===== config.mk =====
export PLATFORM = sky130hd
export DESIGN_NAME = serial_adder_ctrl_flat
export DESIGN_NICKNAME = d
export VERILOG_FILES = /design/src/rtl/serial_adder_ctrl_if.sv /design/src/rtl/serial_adder_ctrl.sv /design/src/flat_wrapper.sv
export SDC_FILE = /design/constraint.sdc
export NUM_CORES = 1
export LEC_CHECK = 0
export ABC_AREA = 1
export CAP_MARGIN = 10
export CORE_MARGIN = 2
export CORE_UTILIZATION = 47
export CTS_CLUSTER_DIAMETER = 40
export DETAILED_ROUTE_END_ITERATION = 10
export MAX_ROUTING_LAYER = met4
export PLACE_DENSITY = 0.73
export SLEW_MARGIN = 20
export SYNTH_ARGS = -nofsm -noshare
export SYNTH_HDL_FRONTEND = slang
export SYNTH_SLANG_ARGS = --single-unit

===== constraint.sdc =====
create_clock -name clk -period 1.11 [get_ports clk]
set_input_delay 0.222 -clock clk [delete_from_list [all_inputs] [get_ports clk]]
set_output_delay 0.222 -clock clk [all_outputs]
set_load 0.02 [all_outputs]

===== src/rtl/serial_adder_ctrl_if.sv =====
// Handshake and result bundle between a requester and serial_adder_ctrl.
// Ports: start/a/b/cin flow requester -> adder; busy/done/sum/cout (and ovf
// when SERIAL_ADDER_OVF_EN is defined) flow adder -> requester.
interface serial_adder_ctrl_if #(
   parameter int WIDTH = 8
);
   logic             start;
   logic [WIDTH-1:0] a;
   logic [WIDTH-1:0] b;
   logic             cin;
   logic             busy;
   logic             done;
   logic [WIDTH-1:0] sum;
   logic             cout;
`ifdef SERIAL_ADDER_OVF_EN
   logic             ovf;

   modport master (output start, a, b, cin, input busy, done, sum, cout, ovf);
   modport slave  (input start, a, b, cin, output busy, done, sum, cout, ovf);
`else
   modport master (output start, a, b, cin, input busy, done, sum, cout);
   modport slave  (input start, a, b, cin, output busy, done, sum, cout);
`endif
endinterface


===== src/rtl/serial_adder_ctrl.sv =====
// Bit-serial adder: one full-adder slice stepped LSB-first over WIDTH cycles.
// Latency WIDTH cycles from accepted start to the one-cycle done pulse; one add
// per WIDTH+1 cycles. No backpressure: start is sampled only in IDLE and in the
// done cycle, and is dropped otherwise.
// Ports: clk, rst (sync, active-high), bus (slave side of serial_adder_ctrl_if).
// Optional feature macro: SERIAL_ADDER_OVF_EN adds the registered signed ovf.
module serial_adder_ctrl #(
   parameter int WIDTH = 8
) (
   input  logic                clk,
   input  logic                rst,
   serial_adder_ctrl_if.slave  bus
);
   localparam int CW = $clog2(WIDTH);
   localparam logic [CW-1:0] LAST = CW'(WIDTH - 1);

   localparam logic [1:0] S_IDLE = 2'd0;
   localparam logic [1:0] S_RUN  = 2'd1;
   localparam logic [1:0] S_DONE = 2'd2;

   logic [1:0]       state;
   logic [WIDTH-1:0] a_sh;
   logic [WIDTH-1:0] b_sh;
   // Only WIDTH-1 partial bits are kept; the final bit goes straight to sum.
   logic [WIDTH-2:0] res_sh;
   logic             c;
   logic [CW-1:0]    cnt;
   logic [WIDTH-1:0] sum_q;
   logic             cout_q;

   logic             s;
   logic             c_nxt;
   logic [WIDTH-1:0] res_nxt;

   assign s       = a_sh[0] ^ b_sh[0] ^ c;
   assign c_nxt   = (a_sh[0] & b_sh[0]) | (a_sh[0] & c) | (b_sh[0] & c);
   assign res_nxt = {s, res_sh};

`ifdef SERIAL_ADDER_OVF_EN
   logic ovf_q;
`endif

   always_ff @(posedge clk) begin
      if (rst) begin
         state  <= S_IDLE;
         a_sh   <= '0;
         b_sh   <= '0;
         res_sh <= '0;
         c      <= 1'b0;
         cnt    <= '0;
         sum_q  <= '0;
         cout_q <= 1'b0;
`ifdef SERIAL_ADDER_OVF_EN
         ovf_q  <= 1'b0;
`endif
      end else begin
         case (state)
            // The done cycle also accepts start so a held start yields
            // back-to-back adds every WIDTH+1 cycles.
            S_IDLE, S_DONE: begin
               if (bus.start) begin
                  a_sh  <= bus.a;
                  b_sh  <= bus.b;
                  c     <= bus.cin;
                  cnt   <= '0;
                  state <= S_RUN;
               end else begin
                  state <= S_IDLE;
               end
            end
            S_RUN: begin
               a_sh   <= a_sh >> 1;
               b_sh   <= b_sh >> 1;
               res_sh <= res_nxt[WIDTH-1:1];
               c      <= c_nxt;
               if (cnt == LAST) begin
                  cnt    <= '0;
                  sum_q  <= res_nxt;
                  cout_q <= c_nxt;
`ifdef SERIAL_ADDER_OVF_EN
                  // c is the carry into the MSB while the MSB is processed.
                  ovf_q  <= c ^ c_nxt;
`endif
                  state  <= S_DONE;
               end else begin
                  cnt <= cnt + CW'(1);
               end
            end
            default: state <= S_IDLE;
         endcase
      end
   end

   assign bus.busy = (state == S_RUN);
   assign bus.done = (state == S_DONE);
   assign bus.sum  = sum_q;
   assign bus.cout = cout_q;
`ifdef SERIAL_ADDER_OVF_EN
   assign bus.ovf  = ovf_q;
`endif
endmodule


===== src/flat_wrapper.sv =====
// flat-port wrapper written by rule: the top's interface ports become plain ports
module serial_adder_ctrl_flat 
#(
   parameter int WIDTH = 8
)
  (clk, rst, bus_start, bus_a, bus_b, bus_cin, bus_busy, bus_done, bus_sum, bus_cout);
  serial_adder_ctrl_if #(.WIDTH(WIDTH)) bus_i ();
  input  logic clk;
  input  logic rst;
  input wire logic [$bits(bus_i.start)-1:0] bus_start;
  input wire logic [$bits(bus_i.a)-1:0] bus_a;
  input wire logic [$bits(bus_i.b)-1:0] bus_b;
  input wire logic [$bits(bus_i.cin)-1:0] bus_cin;
  output wire logic [$bits(bus_i.busy)-1:0] bus_busy;
  output wire logic [$bits(bus_i.done)-1:0] bus_done;
  output wire logic [$bits(bus_i.sum)-1:0] bus_sum;
  output wire logic [$bits(bus_i.cout)-1:0] bus_cout;
  assign bus_i.start = bus_start;
  assign bus_i.a = bus_a;
  assign bus_i.b = bus_b;
  assign bus_i.cin = bus_cin;
  assign bus_busy = bus_i.busy;
  assign bus_done = bus_i.done;
  assign bus_sum = bus_i.sum;
  assign bus_cout = bus_i.cout;
  serial_adder_ctrl #(.WIDTH(WIDTH)) u_core (.clk(clk), .rst(rst), .bus(bus_i));
endmodule

==> impl_results.md <==
* Setup Crit Path Kind: reg2out
* Worst min path class: reg2reg
* First-pass DRT Iterations at 5
* Rel. slew slack at 73.1%
* Largest net degree at the start of global routing at 32
* Max VDD drop at 1.11 mV
* Status: finished with violations
* Initial Util at 48.8%
* Clock group share of total power at 36.0%
* Vias in the first global route at 1496
* Syn_nets at 276
* Nets at 310
* DRT antenna net count at 0
* Multi-input gate area at 888 um2
* Worst Max-Slew Pin Slew at 0.403 ns
* Sw Ratio at 27.3%
* DP HPWL at 2510 um
* Top-count cell post-synth: nand2_1
* Worst skew pair latency at 0.29 ns
* Initial antenna violation count at 0
* Top cells by area, synth: dfxtp_1, nand3_1, nand2_1
* ANT cells at 0
* Final Hold Fails at 0
* Final instance area at 0.00235 mm2
* Maximum clock frequency at 0.812 GHz
* Die Height at 65.6 um
* Part of the power in registers at 45.7%
* Root Buffer: clkbuf_8
* Async set-or-reset flop fraction in the synthesized netlist at 0%
* Max-slew violations at 0
* Total net switching power at 899 uW
* Fin crit share at 111%
* Layout filler cell count at 317
* Die Width at 65.6 um
* Core area at 0.00366 mm2
* Placer Congestion at 0.738
* Post-synth top cells: nand2_1, nand3_1, dfxtp_1, inv_1, nor2_1
* Share of the synthesized area in the top cell type at 42.6%
* Routed wire per std cell at 12.0 um
* Worst Setup End Kind: output pin
* Num CTS Buffers at 5
* Setup slack, reg-to-reg at -0.07 ns
* Area leader, netlist: dfxtp_1
* Vias/cell at 4.98
* Via Count at 1672
* Sequential Area at 767 um2
* Final WL at 4040 um
* Maximum clock insertion buffer count at 2
* Violated checks: negative setup slack
* Syn-to-layout area delta at 31.8%
* Share of cells above drive strength 1 at 19.1%
* Crit path required time at 0.89 ns
* Critical Path Fanout Max at 3
* Leading register cell type out of synthesis: dfxtp_1
* Register area share after synthesis at 42.6%
* Cts hold-fix bufs at 0
* Hold slack at 0.462 ns
* CP startpoint kind: register
* Mapped cell area at 0.00179 mm2
* Gate power share at 18.4%
* Max-cap viol count at 0
* Leak pwr at 0.00110 uW
* RSZ-0062 raised after global routing: yes
* CTS tree: done
* Cell Rows at 22
* Seq cells post-synth at 38
* Yosys warns at 0
* Die area at 0.00431 mm2
* Postcts setup bufs at 0
* EDFF count, synth at 0
* H-tree levels at 2
* CTS Sinks at 38
* Synth Instances at 253
* Setup WS post-layout at -0.121 ns
* Final Skew at 0.00161 ns
* GRT Overall Usage at 20.7%
* Pwr per Cell Area at 1400 mW/mm2
* PortBufs at 30
* Grt ovf at 0
* Crit path DAT at 1.01 ns
* DR iter-0 viols at 102
* First-pass GRT wire length at 6610 um
* Avg Inst Size Synth at 7.06 um2
* Setup-failing EPs final at 18
* Top-Level Pins at 31
* Setup TNS at -0.797 ns
* Distinct cell type count of the synthesized netlist at 20
* Min Tclk post-route at 1.23 ns
* Worst-path clk slew at 0.08 ns
* Cell Int Power at 2400 uW
* Placed Instance Area at 0.00215 mm2
* Residual DRC at 0
worst paths after layout:
| kind | start | depth (start not counted) | endpoint |
|---|---|---|---|
| setup / recovery | u_core.state[0] | 3 | bus_busy |
| hold / removal | u_core.res_sh[2] | 2 | u_core.bus.sum[2] |
| setup reg to reg | u_core.c | 3 | u_core.bus.sum[7] |
| hold reg to reg | u_core.res_sh[2] | 2 | u_core.bus.sum[2] |
state kept, by name, indices dropped and copies added (netlist names):
name,cells
u_core.bus.cout,1
u_core.bus.sum,8
u_core.c,1
u_core.b_sh,8
u_core.cnt,3
u_core.state,2
u_core.a_sh,8
u_core.res_sh,7
power groups by stage:
stage	clock [uW]	sequential, uW	combinational (uW)
after CTS	1210	1500	581
after floorplan	0	1520	389
after global placement	0	1530	529
final	1190	1500	604
after detailed placement	0	1530	537
after global routing	1270	1510	678
critical path: stages (launching register included):
cell	delay (ns)
dfxtp_4	0.38
inv_4	0.05
nor2_4	0.14
buf_6	0.14
what timing repair did:
item	4_1_cts	5_1_grt
gates cloned	2	0
resized for setup	65	15
setup endpoints to repair	49	40
pin swaps	4	0
per-layer routing:
| metal | GRT usage, % | routed length [um] | up-vias |
|---|---|---|---|
| met5 | - | 0 | - |
| met4 | 9.11 | 79 | 0 |
| met3 | 3.60 | 184 | 7 |
| met2 | 33.2 | 1980 | 43 |
| met1 | 25.5 | 1790 | 757 |
| li1 | - | - | 865 |
final cells by class:
type / instances / area share [%]
multi-input combinational: 164 / 37.7
sequential: 38 / 32.6
timing repair buffer: 41 / 16.2
inverter: 37 / 6.11
clock buffer: 5 / 2.92
tap: 48 / 2.55
clock inverter: 3 / 1.91
per-stage QoR:
stage                     util [%]  setup WS, ns  total power (uW)  instances
after global routing          64.3        -0.170              3460        336
after detailed placement      58.8        -0.339              2070        326
after CTS                     63.2        -0.110              3290        336
after floorplan                  -      -0.00692              1910        253
after global placement        58.8        -0.274              2060        326
final                         64.3        -0.121              3290        336
cells by family (layout without fill, tap and decap cells):
kind of cell / count (synthesis) / after routing / synth area share, %
adders and majority gates: 3 / 3 / 2.52
AOI/OAI and AO/OA: 19 / 19 / 5.33
and+or+nand+nor: 140 / 142 / 35.5
DFF: 38 / 38 / 42.6
buffers and inverters: 53 / 86 / 14.0
placed cells by master, fill, tap and decap left out, types with 2 or more instances in the layout:
master and count:
o21ai_1 5, nand2_1 48, nand2_8 3, dfxtp_1 35, nand3_2 2, buf_4 7
dfxtp_2 2, buf_2 9, a21oi_2 3, nand3_1 41, clkinvlp_4 2, inv_4 2
buf_12 3, nor3_1 13, nor2_4 2, buf_6 3, nand3b_1 3, inv_2 2
clkdlybuf4s50_1 18, nor3_2 2, clkbuf_8 5, a21oi_1 8, nand2_4 2, inv_1 33
nor2_1 26, o21ai_0 2
(Power assumes the default switching activity.)
